--- src/rtl/ex_div_seq_pkg.sv ---
// Shared definitions for the EX-stage sequential divider (ex_div_seq).
// Holds the RV32M divide func3 codes, the FSM state encoding, the
// iteration count and a small absolute-value helper.
package ex_div_seq_pkg;

    // RV32M divide/remainder func3 codes
    localparam logic [2:0] FUNC3_DIV  = 3'b100;
    localparam logic [2:0] FUNC3_DIVU = 3'b101;
    localparam logic [2:0] FUNC3_REM  = 3'b110;
    localparam logic [2:0] FUNC3_REMU = 3'b111;

    // One restoring step per quotient bit
    localparam int ITER_COUNT = 32;
    localparam int CNT_W      = 6;

    typedef enum logic [2:0] {
        ST_IDLE = 3'd0,
        ST_PREP = 3'd1,
        ST_CALC = 3'd2,
        ST_FIX  = 3'd3,
        ST_DONE = 3'd4
    } state_t;

    // Two's-complement magnitude; 0x80000000 maps onto itself, which is
    // the correct unsigned magnitude.
    function automatic logic [31:0] abs32(input logic [31:0] v);
        return v[31] ? (~v + 32'd1) : v;
    endfunction

endpackage

--- src/rtl/ex_div_seq_div_core.sv ---
// div_core: unsigned restoring shift-subtract datapath for ex_div_seq.
// A 64-bit {remainder, quotient} register is loaded with the dividend and
// advanced by one quotient bit on every cycle that i_step is high.
module div_core
    import ex_div_seq_pkg::*;
(
    input  logic        clk,
    input  logic        rstn,
    input  logic        i_load,
    input  logic        i_step,
    input  logic [31:0] i_dividend,
    input  logic [31:0] i_divisor,
    output logic [31:0] o_quotient,
    output logic [31:0] o_remainder
);

    logic [63:0] r_acc;
    logic [31:0] r_divisor;
    logic [32:0] w_trial;
    logic [32:0] w_diff;
    logic [63:0] w_next;

    // Trial subtraction of the divisor from the shifted partial remainder.
    // The partial remainder is always below the divisor, so the 33-bit
    // difference is non-negative exactly when bit 32 is clear.
    always_comb begin
        w_trial = r_acc[63:31];
        w_diff  = w_trial - {1'b0, r_divisor};
        if (!w_diff[32]) begin
            w_next = {w_diff[31:0], r_acc[30:0], 1'b1};
        end else begin
            w_next = {r_acc[62:0], 1'b0};
        end
    end

    // Load the operands or advance one restoring step
    always_ff @(posedge clk or negedge rstn) begin
        if (!rstn) begin
            r_acc     <= '0;
            r_divisor <= '0;
        end else if (i_load) begin
            r_acc     <= {32'd0, i_dividend};
            r_divisor <= i_divisor;
        end else if (i_step) begin
            r_acc     <= w_next;
        end
    end

    assign o_quotient  = r_acc[31:0];
    assign o_remainder = r_acc[63:32];

endmodule

--- src/rtl/ex_div_seq.sv ---
// ex_div_seq: multi-cycle RV32M DIV/DIVU/REM/REMU unit for the EX stage.
// FSM IDLE -> PREP -> CALC (32 cycles) -> FIX -> DONE -> IDLE.
// busy stalls IF/ID/EX from the accepting cycle until the DONE cycle.
// Optional macro EX_DIV_FASTPATH_EN: divide-by-zero and signed overflow
// skip CALC/FIX and go from PREP straight to DONE.
// dbg_state exposes the FSM state for observation.
module ex_div_seq
    import ex_div_seq_pkg::*;
(
    input  logic        clk,
    input  logic        rstn,
    input  logic        start,
    input  logic [2:0]  func3,
    input  logic [31:0] op_a,
    input  logic [31:0] op_b,
    input  logic        flush,
    output logic        busy,
    output logic        done,
    output logic [31:0] result,
    output logic [2:0]  dbg_state
);

    localparam logic [CNT_W-1:0] CNT_LAST = CNT_W'(ITER_COUNT - 1);
    localparam logic [CNT_W-1:0] CNT_MAX  = CNT_W'(ITER_COUNT);

    state_t           r_state;
    logic [CNT_W-1:0] r_cnt;
    logic [31:0]      r_op_a;
    logic [31:0]      r_op_b;
    logic [2:0]       r_func3;
    logic             r_neg_q;
    logic             r_neg_r;
    logic [31:0]      r_result;
    logic             r_done;

    logic        w_signed;
    logic        w_is_rem;
    logic        w_div0;
    logic        w_ovf;
    logic        w_special;
    logic [31:0] w_special_val;
    logic [31:0] w_abs_a;
    logic [31:0] w_abs_b;
    logic [31:0] w_quo;
    logic [31:0] w_rem;
    logic [31:0] w_q_fix;
    logic [31:0] w_r_fix;
    logic [31:0] w_final;
    logic        w_load;
    logic        w_step;

    // Operation decode, special-case detection and sign correction
    always_comb begin
        w_signed  = (r_func3 == FUNC3_DIV) || (r_func3 == FUNC3_REM);
        w_is_rem  = (r_func3 == FUNC3_REM) || (r_func3 == FUNC3_REMU);
        w_div0    = (r_op_b == 32'd0);
        w_ovf     = w_signed && (r_op_a == 32'h8000_0000) && (r_op_b == 32'hFFFF_FFFF);
        w_special = w_div0 || w_ovf;
        // Special results are returned verbatim, without sign correction
        if (w_div0) begin
            w_special_val = w_is_rem ? r_op_a : 32'hFFFF_FFFF;
        end else begin
            w_special_val = w_is_rem ? 32'd0 : 32'h8000_0000;
        end
        w_abs_a = (w_signed && r_op_a[31]) ? abs32(r_op_a) : r_op_a;
        w_abs_b = (w_signed && r_op_b[31]) ? abs32(r_op_b) : r_op_b;
        w_q_fix = r_neg_q ? (~w_quo + 32'd1) : w_quo;
        w_r_fix = r_neg_r ? (~w_rem + 32'd1) : w_rem;
        if (w_special) begin
            w_final = w_special_val;
        end else begin
            w_final = w_is_rem ? w_r_fix : w_q_fix;
        end
        w_load = (r_state == ST_PREP);
        w_step = (r_state == ST_CALC);
    end

    div_core u_core (
        .clk         (clk),
        .rstn        (rstn),
        .i_load      (w_load),
        .i_step      (w_step),
        .i_dividend  (w_abs_a),
        .i_divisor   (w_abs_b),
        .o_quotient  (w_quo),
        .o_remainder (w_rem)
    );

    // Control FSM with counter, sign flags and registered done/result
    always_ff @(posedge clk or negedge rstn) begin
        if (!rstn) begin
            r_state  <= ST_IDLE;
            r_cnt    <= '0;
            r_op_a   <= '0;
            r_op_b   <= '0;
            r_func3  <= '0;
            r_neg_q  <= 1'b0;
            r_neg_r  <= 1'b0;
            r_result <= '0;
            r_done   <= 1'b0;
        end else if (flush) begin
            // Flush abandons any operation and wins over a same-cycle start
            r_state <= ST_IDLE;
            r_cnt   <= '0;
            r_done  <= 1'b0;
        end else begin
            case (r_state)
                ST_IDLE: begin
                    r_done <= 1'b0;
                    if (start) begin
                        r_op_a  <= op_a;
                        r_op_b  <= op_b;
                        r_func3 <= func3;
                        r_state <= ST_PREP;
                    end
                end
                ST_PREP: begin
                    r_neg_q <= w_signed && (r_op_a[31] ^ r_op_b[31]);
                    r_neg_r <= w_signed && r_op_a[31];
                    r_cnt   <= '0;
`ifdef EX_DIV_FASTPATH_EN
                    if (w_special) begin
                        r_result <= w_special_val;
                        r_done   <= 1'b1;
                        r_state  <= ST_DONE;
                    end else begin
                        r_state  <= ST_CALC;
                    end
`else
                    r_state <= ST_CALC;
`endif
                end
                ST_CALC: begin
                    if (r_cnt != CNT_MAX) begin
                        r_cnt <= r_cnt + 1'b1;
                    end
                    if (r_cnt == CNT_LAST) begin
                        r_state <= ST_FIX;
                    end
                end
                ST_FIX: begin
                    r_result <= w_final;
                    r_done   <= 1'b1;
                    r_state  <= ST_DONE;
                end
                ST_DONE: begin
                    r_done  <= 1'b0;
                    r_state <= ST_IDLE;
                end
                default: begin
                    r_done  <= 1'b0;
                    r_state <= ST_IDLE;
                end
            endcase
        end
    end

    // Stall request: accepting cycle plus every working state before DONE
    always_comb begin
        busy = rstn && ((start && !flush && (r_state == ST_IDLE)) ||
                        (r_state == ST_PREP) || (r_state == ST_CALC) ||
                        (r_state == ST_FIX));
    end

    assign done      = r_done;
    assign result    = r_result;
    assign dbg_state = r_state;

endmodule

--- config.mk ---
export PLATFORM = sky130hd
export DESIGN_NAME = ex_div_seq
export DESIGN_NICKNAME = d
export VERILOG_FILES = /design/src/rtl/ex_div_seq_pkg.sv /design/src/rtl/ex_div_seq_div_core.sv /design/src/rtl/ex_div_seq.sv
export SDC_FILE = /design/constraint.sdc
export NUM_CORES = 1
export LEC_CHECK = 0
export CORE_AREA = 2 2 237 239
export CTS_CLUSTER_DIAMETER = 30
export DETAILED_ROUTE_END_ITERATION = 6
export DIE_AREA = 0 0 239 241
export GPL_ROUTABILITY_DRIVEN = 0
export HOLD_SLACK_MARGIN = 0.05
export MAX_ROUTING_LAYER = met4
export PLACE_DENSITY = 0.4
export SETUP_SLACK_MARGIN = 0.5
export SYNTH_ARGS = -nofsm -noshare
export SYNTH_HDL_FRONTEND = slang
export SYNTH_SLANG_ARGS = --single-unit
--- constraint.sdc ---
create_clock -name clk -period 3.4 [get_ports clk]
set_clock_uncertainty 0.2 [all_clocks]
set_input_delay 1.02 -clock clk [delete_from_list [all_inputs] [get_ports clk]]
set_output_delay 1.02 -clock clk [all_outputs]
set_load 0.02 [all_outputs]
==> key figures, run 1 <==
Hold path
  • Min-delay src: u_core.r_divisor[10]
  • Hold crit path type: reg2reg

Detailed routing
  • DR WL/cell: 19.4 um
  • Final WL: 49,300 um
  • Via Count: 12,700
  • First-pass DRT Iterations: 5
  • Post-Route M1 WL: 23,500 um
  • Met3 routed WL: 2310 um
  • Routed wl met2: 22,500 um
  • Routed vias/inst: 4.98
  • 1st-iter DRT viols: 707
  • Residual DRC: 0
  • Antenna-violating nets left: 0
  • Top sig layer: met4

Clock tree
  • Clock transition at the registers of the reported paths: 0.03 ns
  • Clk root buf: clkbuf_16
  • CTS sink cnt: 207
  • Skew-Pair Late Insertion Delay: 0.58 ns
  • CTS tree: built
  • Clock Path Buffers: 3
  • Deepest level of the CTS H-tree: 3
  • TritonCTS Buffers: 70

Place
  • Area after DPL: 16,300 um^2
  • Placed cells: 2,379
  • IO Port Bufs: 107
  • Post-DP HPWL: 35,100 um

Setup path
  • Crit path max fanout: 2
  • Critical path origin: flush
  • Critical Setup Path Class: in2out
  • Setup crit start kind: primary input
  • Endpoint type of the worst setup path: primary output
  • Reg2reg start: u_core.r_acc[52]
  • Critical path data required time: 2.18 ns
  • Data arrival, critical path: 1.93 ns

Logic synthesis
  • Ys flop type: dfrtp_1
  • Largest area contributor in the netlist: dfrtp_1
  • Syn Inst Count: 1,529
  • Post-synthesis cell type count: 77
  • EDFF count, synth: 0
  • Synth area leaders: dfrtp_1 38%, mux2_2 5.6%, o21ai_0 5.5%
  • Synthesized cell area: 13,600 um^2
  • Syn_nets: 1,640
  • FF+latch count, synth: 207
  • Asr flop ratio synth: 100%
  • Yosys warns: 0
  • Syn Area/Cell: 8.90 um^2
  • Yosys top cell area share: 38.0%
  • Seq/Total Area, Yosys: 38.0%

Timing
  • Fmax: 0.318 GHz
  • Final Hold Viols: 0
  • Rel. slew slack: 38.1%
  • Min Tclk post-route: 3.15 ns
  • Final Hold Slack: 0.276 ns
  • Slew at the pin closest to its max-slew limit: 0.929 ns
  • RSZ-0062 raised after global routing: yes
  • Final setup fails: 0
  • Slew Viols, Final: 0
  • Period utilisation layout: 92.6%
  • Setup TNS Final: 0 ns

GRT
  • GRT overflow: 0
  • Global-route wire length before repair: 77,100 um
  • Vias in the first global route: 13,000
  • Total global-route track usage: 17.8%
  • Antenna violations before repair: 0
  • Largest net degree at the start of global routing: 126

Power and ir drop
  • Peak supply drop: 0.460 mV
  • Tot Pwr: 0.0218 W
  • PD cells: 1080 nW/um^2
  • Leak pwr: 8.62 nW

Floorplanning
  • Die ar.: 57,600 um^2
  • Ports: 108
  • Die X: 239 um
  • Site row count: 86
  • Core area: 54,900 um^2
  • Initial Util: 24.8%
  • Die Span Y: 241 um

Final layout
  • Final #Nets: 1,899
  • Most frequent cells in the layout: 200 x dfrtp_1, 138 x buf_4, 131 x nand2_1
  • Layout cells sized above 1: 30.1%
  • Layout area overhead: 48.4%
  • Finished Cell Area: 20,200 um^2
  • Most common cell after layout, fill and taps aside: dfrtp_1
  • Antenna Cells: 0
  • Layout Cells excl Fill: 2,545

Outcome
  • Result of the run: complete, no violations

Flow run
  • Total of max-cap violations: 0
## area by class of cell
cell class	instances	area, um^2
multi-input combinational	1180	8990
clock inverter	27	322
clock buffer	98	2030
inverter	55	206
fill	5586	34700
tap	704	881
timing repair buffer	274	2580
sequential	207	5190
## Yosys cell counts, drive strengths merged, types with 23 or more instances
| cell type | instances |
|---|---|
| dfrtp | 207 |
| o21ai | 161 |
| nand2 | 140 |
| nor2 | 110 |
| xor2 | 77 |
| nand3 | 72 |
| clkbuf | 70 |
| mux2 | 68 |
| xnor2 | 67 |
| a21oi | 59 |
| inv | 55 |
| ha | 39 |
| a22oi | 30 |
| a31oi | 28 |
| o31ai | 27 |
| or3 | 25 |
| nor3 | 23 |
## worst paths after layout
path | slack (ns) | to | depth (start not counted)
worst max-delay path | 0.25 | busy | 4
worst min-delay path | 0.28 | u_core.r_divisor[10] | 2
worst max register to register | 0.34 | result[25] | 10
worst min register to register | 0.28 | u_core.r_divisor[10] | 2
max in group asynchronous | 1.43 | result[10] | 3
min in group asynchronous | 0.37 | r_op_b[23] | 2
## critical path, stage by stage
cell and delay, ns:
buf_6 0.09, or4_4 0.49, a31oi_4 0.19, buf_6 0.14
## sequential cells by signal (all words and copies together), names as in the netlist
name / count
r_func3: 3
r_op_b: 32
dbg_state: 3
done: 1
r_op_a: 32
u_core.r_acc: 64
result: 32
r_neg_r: 1
r_cnt: 6
r_neg_q: 1
u_core.r_divisor: 32
## routing by layer
metal	track usage, %	vias up
met1	24.0	6209
met4	4.98	0
met2	27.3	275
met5	-	-
li1	-	6120
met3	3.27	74
## through the flow
step | worst slack [ns] | utilization (%)
3_5_place_dp | -0.690 | 29.7
3_3_place_gp | -0.707 | 29.7
5_1_grt | 0.216 | 36.8
2_1_floorplan | -0.0303 | -
6_report | 0.251 | 36.8
4_1_cts | 0.253 | 35.6
## where the power goes
group	switching, W	total, W	internal, W	leakage, nW
Sequential	0.00107	0.00437	0.00330	2.58
Clock	0.00181	0.00636	0.00455	1.15
Combinational	0.00587	0.0111	0.00521	4.89
Total	0.00875	0.0218	0.0131	8.62
## timing repair
item	in CTS	in global routing
pin swaps	70	73
setup endpoints to repair	73	87
cloned	3	1
hold buffers	0	0
endpoints found under the hold margin	0	0
buffers inserted	24	13
resized for setup	177	118
## cell families after synthesis
kind of cell	after synthesis	share of synthesized area [%]
AO/OA/AOI/OAI	434	20.7
buffers and inverters	142	4.16
XOR/XNOR	144	9.26
AND/OR/NAND/NOR	488	18.0
multiplexers	74	6.07
flip-flops	207	38.0
adder cells (fa/ha/maj)	40	3.73
Power figures use the tool's default switching activity.
==> inputs of run 2 (changes only) <==
--- a/config.mk
+++ b/config.mk
@@ -5,10 +5,10 @@
 export SDC_FILE = /design/constraint.sdc
 export NUM_CORES = 1
 export LEC_CHECK = 0
-export CORE_AREA = 2 2 237 239
+export CORE_AREA = 4 4 240 242
 export CTS_CLUSTER_DIAMETER = 30
 export DETAILED_ROUTE_END_ITERATION = 6
-export DIE_AREA = 0 0 239 241
+export DIE_AREA = 0 0 244 246
 export GPL_ROUTABILITY_DRIVEN = 0
 export HOLD_SLACK_MARGIN = 0.05
 export MAX_ROUTING_LAYER = met4
@@ -16,4 +16,5 @@
 export SETUP_SLACK_MARGIN = 0.5
 export SYNTH_ARGS = -nofsm -noshare
 export SYNTH_HDL_FRONTEND = slang
+export SYNTH_HIERARCHICAL = 1
 export SYNTH_SLANG_ARGS = --single-unit
==> run 2 against run 1 <==
  * The run now ends with negative setup slack left
  * Cell count is 0.79% higher
  * Sequential power is essentially flat
  * Non-clock buffer count shrank 30
  * Combinational power fell by 5%
  * Synthesized cell count is 1.4% higher
  * Power is 4.0% lower
==> key figures, run 2 <==
Outcome
  • Result of the run: finished with violations
  • Failing checks: negative setup slack

Setup path
  • Flop-to-flop setup slack: -0.13 ns (-0.47 ns)
  • Endpoint type of the worst setup path: flop
  • Critical path data required time: 3.68 ns (+1.50 ns)
  • Crit path max fanout: 5 (+3)
  • Setup crit start kind: flop
  • Data arrival, critical path: 3.81 ns (+1.88 ns)
  • Critical Setup Path Class: reg2reg

Logic synthesis
  • Syn_nets: 1,661 (+1.3%)
  • Synthesized cell area: 13,800 um^2 (+1.0%)
  • Post-synthesis cell type count: 79 (+2.6%)
  • Post-synth top cells: 207 x dfrtp_1, 200 x nand2_1, 145 x o21ai_0, 115 x nor2_1, 78 x xnor2_1
  • Yosys top cell area share: 37.7% (-0.38 points)
  • Syn Inst Count: 1,550 (+1.4%)
  • Asr flop ratio synth: 100% (unchanged)
  • Syn Area/Cell: 8.87 um^2 (-0.37%)
  • EDFF count, synth: 0 (unchanged)
  • Seq/Total Area, Yosys: 37.7% (-0.38 points)
  • Synth area leaders: dfrtp_1 38%, mux2_2 5.6%, nand2_1 5.5%
  • Ys flop type: dfrtp_1
  • Largest area contributor in the netlist: dfrtp_1
  • Most frequent cell after synthesis: dfrtp_1
  • Yosys warns: 6 (+6)
  • FF+latch count, synth: 207 (unchanged)

Clock tree
  • Clock transition at the registers of the reported paths: 0.04 ns (about the same)
  • CTS Hold Buffers Added: 0 (unchanged)
  • TritonCTS Buffers: 61 (-13%)
  • CTS sink cnt: 207 (unchanged)
  • Skew-Pair Late Insertion Delay: 0.60 ns (+0.02 ns)
  • CTS tree: built
  • Clock Path Buffers: 3 (unchanged)
  • Deepest level of the CTS H-tree: 2 (-1)
  • Clk root buf: clkbuf_16

Power and ir drop
  • Peak supply drop: 0.779 mV (+69%)
  • Leak pwr: 7.83 nW (-9.2%)
  • PD cells: 1090 nW/um^2 (+0.64%)

Detailed routing
  • Residual DRC: 0 (unchanged)
  • Antenna-violating nets left: 0 (unchanged)
  • Final WL: 48,200 um (-2.2%)
  • Via Count: 12,600 (-0.80%)
  • DR WL/cell: 18.8 um (-2.9%)
  • Routed vias/inst: 4.90 (-1.6%)
  • 1st-iter DRT viols: 771 (+9.1%)
  • First-pass DRT Iterations: 5 (unchanged)

Final layout
  • Most common cell after layout, fill and taps aside: dfrtp_1
  • Final #Nets: 1,875 (-1.3%)
  • Layout cells sized above 1: 22.9% (-7.2 points)
  • Most frequent cells in the layout: 200 x dfrtp_1, 192 x nand2_1, 136 x o21ai_0
  • Largest register FFs: 64 (unchanged)
  • Reg with most FFs: u_core/r_acc
  • Layout area overhead: 40.2%

Flow run
  • Total of max-cap violations: 0 (unchanged)

Timing
  • Final Hold Slack: 0.280 ns (+0.00352 ns)
  • Period utilisation layout: 104% (+11 points)
  • Rel. slew slack: 36.3% (-1.8 points)
  • Slew Viols, Final: 0 (unchanged)
  • Final setup fails: 30 (+30)
  • Final Hold Viols: 0 (unchanged)
  • Min Tclk post-route: 3.53 ns (+0.379 ns)
  • Setup WS post-layout: -0.128 ns (-0.379 ns)
  • Setup TNS Final: -1.91 ns (-1.91 ns)
  • Fmax: 0.283 GHz (-11%)
  • RSZ-0062 raised after global routing: yes
  • Slew at the pin closest to its max-slew limit: 0.955 ns (+0.0263 ns)

GRT
  • Antenna violations before repair: 0 (unchanged)
  • Global-route wire length before repair: 73,800 um (-4.3%)
  • Largest net degree at the start of global routing: 145 (+15%)
  • GRT overflow: 0 (unchanged)
  • Total global-route track usage: 15.9% (-1.9 points)
  • Vias in the first global route: 12,500 (-3.9%)

Place
  • Placement Setup Slack: -0.458 ns (+0.232 ns)
  • IO Port Bufs: 107 (unchanged)
  • Post-DP HPWL: 34,300 um (-2.3%)

Floorplanning
  • Die Span Y: 246 um (+2.1%)
  • Ports: 108 (unchanged)
  • Core area: 55,100 um^2 (+0.39%)
  • Initial Util: 25.0% (+0.15 points)
  • Die X: 244 um (+2.1%)
  • Site row count: 86 (unchanged)
  • Die ar.: 60,000 um^2 (+4.2%)

Hold path
  • Hold crit path type: reg2reg
==> run 2: cell types whose count changed in the layout (fill, tap and decap cells not counted), sizes merged, moves of 19 or more <==
cell | previous run | this run
nand3 | 72 | 31
a311oi | 0 | 25
buf | 170 | 136
nand2 | 140 | 200
a22oi | 30 | 0
a211o | 19 | 0
o211ai | 18 | 39
mux2i | 6 | 33
==> run 2: what timing repair did <==
item | 4_1_cts | 5_1_grt
gates cloned | 1 | 4
setup endpoints to repair | 70 | 62
pin swaps | 19 | 18
gates resized for setup | 49 | 69
buffers inserted | 7 | 21
==> run 2: cell type report <==
class | instances | area, um^2
timing repair buffer | 244 | 2370
clock buffer | 86 | 1800
antenna | 1 | 2.50
sequential | 207 | 5190
clock inverter | 29 | 372
inverter | 59 | 221
tap | 748 | 936
multi-input combinational | 1191 | 8390
fill | 5776 | 35800
==> run 2: final timing paths <==
path | start | end | depth (start not counted)
max in group asynchronous | rstn | u_core/r_acc[4] | 3
min in group asynchronous | rstn | dbg_state[1] | 2
min | done | done | 2
min reg2reg | done | done | 2
max | u_core/r_acc[31] | u_core/r_acc[50] | 16
max reg2reg | u_core/r_acc[31] | u_core/r_acc[50] | 16
==> run 2: cell families (layout without fill, tap and decap cells) <==
kind of cell,Yosys count,after routing,synth area share (%)
flip-flops,207,207,37.7
AO/OA/AOI/OAI,409,409,19.6
other,0,1,0
XOR/XNOR,147,147,9.55
multiplexers,101,101,7.97
adder cells (fa/ha/maj),40,40,3.69
AND/OR/NAND/NOR,494,494,17.0
buffers and inverters,152,418,4.45
==> run 2: critical path: stages, from the launching register on <==
cell	delay [ns]
dfrtp_1	0.39
inv_2	0.11
ha_4	0.14
inv_2	0.03
fa_2	0.34
a21o_1	0.20
a221o_1	0.33
a21oi_2	0.19
o21a_2	0.18
a21oi_4	0.07
a311o_4	0.37
xnor2_4	0.19
buf_6	0.13
buf_12	0.11
buf_16	0.12
nor3_2	0.04
nor4_1	0.26
==> run 2: report_power, final <==
group	switching, W	internal [W]
logic	0.00577	0.00487
clock network	0.00168	0.00423
registers	0.00105	0.00334
==> run 2: layer usage <==
metal / track usage (%) / wire, um / vias up
met2: 24.0 / 21400 / 283
li1: - / - / 6056
met3: 2.54 / 1960 / 86
met4: 5.87 / 1510 / 0
met5: - / 0 / -
met1: 21.7 / 23400 / 6151
==> run 2: stage by stage <==
step | utilization [%] | cells | power, W | cell area (um^2)
final | 35.0 | 2565 | 0.0209 | 19300
after global routing | 35.0 | 2564 | 0.0224 | 19300
after CTS | 34.0 | 2539 | 0.0203 | 18700
after detailed placement | 29.6 | 2416 | 0.0136 | 16300
after global placement | 29.6 | 2416 | 0.0136 | 16300
after floorplan | - | 1550 | 0.0103 | 13800
==> inputs of run 3 (changes only) <==
--- a/config.mk
+++ b/config.mk
@@ -12,7 +12,8 @@
 export GPL_ROUTABILITY_DRIVEN = 0
 export HOLD_SLACK_MARGIN = 0.05
 export MAX_ROUTING_LAYER = met4
-export PLACE_DENSITY = 0.4
+export PLACE_DENSITY = 0.45
+export REMOVE_ABC_BUFFERS = 1
 export SETUP_SLACK_MARGIN = 0.5
 export SYNTH_ARGS = -nofsm -noshare
 export SYNTH_HDL_FRONTEND = slang
==> constraint.sdc (replaced) <==
create_clock -name clk -period 3.4 [get_ports clk]
set_clock_uncertainty 0.2 [all_clocks]
set_input_delay 1.02 -clock clk [delete_from_list [all_inputs] [get_ports clk]]
set_output_delay 1.02 -clock clk [all_outputs]
set_load 0.05 [all_outputs]
==> run 3 against run 2 <==
  * The run still ends with negative setup slack left
  * Via count decreased by 0.70%
  * Power increased by 5.2%
  * Clock power increased by 12%
  * Cell area increased by 2.2%
  * Maximum frequency increased by 2.5%
  * Global-route usage decreased by 0.31 points
  * Worst hold slack got worse by 0.0042 ns
  * Die area unchanged
  * Routed wire length decreased by 4.5%
  * Register-to-register slack improved by 0.09 ns
  * First-iteration DRC count decreased by 13%
  * Sequential share of layout area decreased by 0.58 points
  * Largest power group unchanged
==> key figures, run 3 (synthesized netlist as in run 2, its figures left out) <==
Final layout
  • Layout area overhead: 43.3%
  • Final #Nets: 1,898 (+1.2%)
  • Most common cell after layout, fill and taps aside: dfrtp_1
  • Largest register FFs: 64 (unchanged)
  • Finished Core Util: 35.8% (+0.77 points)
  • Layout cells sized above 1: 25.6% (+2.7 points)
  • Antenna Cells: 0 (-1)
  • Reg with most FFs: u_core/r_acc
  • Fillers: 5,693 (-1.4%)
  • Most frequent cells in the layout: 199 x dfrtp_1, 185 x nand2_1, 138 x o21ai_0
  • Finished Cell Area: 19,700 um^2 (+2.2%)

Clock tree
  • CTS Hold Buffers Added: 0 (unchanged)
  • Deepest level of the CTS H-tree: 3 (+1)
  • Clk root buf: clkbuf_16
  • TritonCTS Buffers: 67 (+9.8%)
  • Skew-Pair Late Insertion Delay: 0.59 ns (about the same)
  • CTS sink cnt: 207 (unchanged)
  • Clock Path Buffers: 3 (unchanged)
  • Clock transition at the registers of the reported paths: 0.04 ns (about the same)
  • CTS tree: built

GRT
  • Global-route wire length before repair: 73,100 um (-1.1%)
  • GRT overflow: 0 (unchanged)
  • Antenna violations before repair: 0 (unchanged)
  • Vias in the first global route: 12,700 (+2.1%)
  • Largest net degree at the start of global routing: 141 (-2.8%)
  • Total global-route track usage: 15.6% (-0.31 points)

Floorplanning
  • Initial Util: 25.0% (unchanged)
  • Die ar.: 60,000 um^2 (unchanged)
  • Core area: 55,100 um^2 (unchanged)
  • Die Span Y: 246 um (unchanged)
  • Ports: 108 (unchanged)
  • Die X: 244 um (unchanged)
  • Site row count: 86 (unchanged)

Detailed routing
  • 1st-iter DRT viols: 674 (-13%)
  • Antenna-violating nets left: 0 (unchanged)
  • DR WL/cell: 17.8 um (-5.4%)
  • Final WL: 46,000 um (-4.5%)
  • Via Count: 12,500 (-0.70%)
  • First-pass DRT Iterations: 5 (unchanged)
  • Residual DRC: 0 (unchanged)
  • Routed vias/inst: 4.82 (-1.6%)

Outcome
  • Result of the run: finished with violations
  • Failing checks: negative setup slack

Setup path
  • Critical Setup Path Class: reg2reg
  • Endpoint type of the worst setup path: flop
  • Critical path origin: u_core/r_acc[31]
  • Critical path data required time: 3.68 ns (about the same)
  • Worst-path cell chain: inv_2 -> ha_4 -> inv_2 -> fa_2 -> a21o_1 -> a221o_1 -> a21oi_2 -> o21a_2 -> a21oi_2 -> a311o_4 -> xnor2_4 -> clkbuf_16 -> nand2_1 -> a311oi_2
  • Reg2reg start: u_core/r_acc[31]
  • Worst path slowest cell: dfrtp_1
  • Data arrival, critical path: 3.72 ns (-0.09 ns)
  • Crit path max fanout: 13 (+8)
  • Worst path max stage delay: 0.38 ns (about the same)
  • Setup crit start kind: flop

Timing
  • Slew Viols, Final: 0 (unchanged)
  • Rel. slew slack: 31.8% (-4.6 points)
  • Final Hold Viols: 0 (unchanged)
  • Fmax: 0.291 GHz (+2.5%)
  • Min Tclk post-route: 3.44 ns (-0.0862 ns)
  • Setup TNS Final: -0.0824 ns (+1.83 ns)
  • Slew at the pin closest to its max-slew limit: 1.02 ns (+0.0685 ns)
  • RSZ-0062 raised after global routing: yes
  • Setup WS post-layout: -0.0418 ns (+0.0862 ns)
  • Final setup fails: 4 (-87%)
  • Period utilisation layout: 101% (-2.5 points)
  • Final Hold Slack: 0.275 ns (-0.00418 ns)

Power and ir drop
  • Peak supply drop: 0.446 mV (-43%)
  • Sw Pwr: 0.00904 W (+6.3%)
  • Clock network power share: 30.2% (+2.0 points)
  • Internal power: 0.0130 W (+4.4%)
  • Leak pwr: 8.11 nW (+3.6%)
  • Sw Ratio: 41.0% (+0.43 points)
  • Reg power frac: 20.0% (-1.0 points)
  • Comb power frac: 49.8% (-1.0 points)
  • PD cells: 1120 nW/um^2 (+2.9%)

Hold path
  • Hold crit path type: reg2reg
  • Min-delay src: result[16]

Place
  • Post-DP HPWL: 32,600 um (-5.0%)
  • Placement Setup Slack: -0.239 ns (+0.219 ns)
  • IO Port Bufs: 107 (unchanged)
  • Area after DPL: 16,300 um^2 (about the same)

Flow run
  • Total of max-cap violations: 0 (unchanged)
[run 3: cell types whose count changed in the layout (fill, tap and decap cells not counted), sizes merged]
cell and delta:
clkbuf +3, clkinv -2, dlymetal6s2s -1, clkinvlp +1
dlygate4sd2 +31, clkdlybuf4s50 -32, inv +1, buf +20
bufinv +4, diode -1
[run 3: final cells by class]
cell class | instances | area (um^2) | share of cell area (%)
multi-input combinational | 1191 | 8580 | 43.5
sequential | 207 | 5190 | 26.3
timing repair buffer | 261 | 2360 | 12.0
clock buffer | 90 | 1920 | 9.72
tap | 748 | 936 | 4.75
clock inverter | 33 | 509 | 2.58
inverter | 59 | 221 | 1.12
[run 3: routing by layer]
metal / global-route usage, % / up-vias / part of all wire [%]
met4: 4.25 / 0 / 2.0
met3: 3.03 / 69 / 3.9
met2: 24.9 / 253 / 47
met1: 20.5 / 6072 / 47
li1: - / 6094 / -
met5: - / - / 0
[run 3: worst paths after layout]
kind                                       end  slack [ns]  cells after the start
max in group asynchronous           r_op_b[24]        1.80                      3
hold / removal                      result[16]        0.28                      2
setup / recovery              u_core/r_acc[55]       -0.04                     14
setup reg to reg              u_core/r_acc[55]       -0.04                     14
hold reg to reg                     result[16]        0.28                      2
min in group asynchronous  u_core/r_divisor[4]        0.35                      2
[run 3: power groups by stage]
stage / clock network (W) / registers (W) / logic (W)
finish: 0.00664 / 0.00441 / 0.0110
global route: 0.00692 / 0.00455 / 0.0121
CTS: 0.00676 / 0.00437 / 0.0102
detailed placement: 0 / 0.00439 / 0.00960
global placement: 0 / 0.00437 / 0.00956
floorplan: 0 / 0.00477 / 0.00564
[run 3: stage by stage]
step           power [W]  std cells
4_1_cts           0.0213       2561
5_1_grt           0.0235       2589
3_3_place_gp      0.0139       2423
6_report          0.0220       2589
2_1_floorplan     0.0104       1457
3_5_place_dp      0.0140       2423
[run 3: worst max-delay path: cells and delay by family (launching register included)]
family          cells  cell delay [ns]
fa+ha+maj           2             0.48
xor+xnor            1             0.26
buf+inv             3             0.35
flops               1             0.38
simple gates        1             0.08
compound gates      7             1.59
[run 3: repair_timing]
item                                    in CTS  in global routing
gates resized for setup                    101                 87
cloned                                       2                  1
endpoints found under the setup margin     106                 77
buffers inserted                            13                 27
pin swaps                                   35                 34
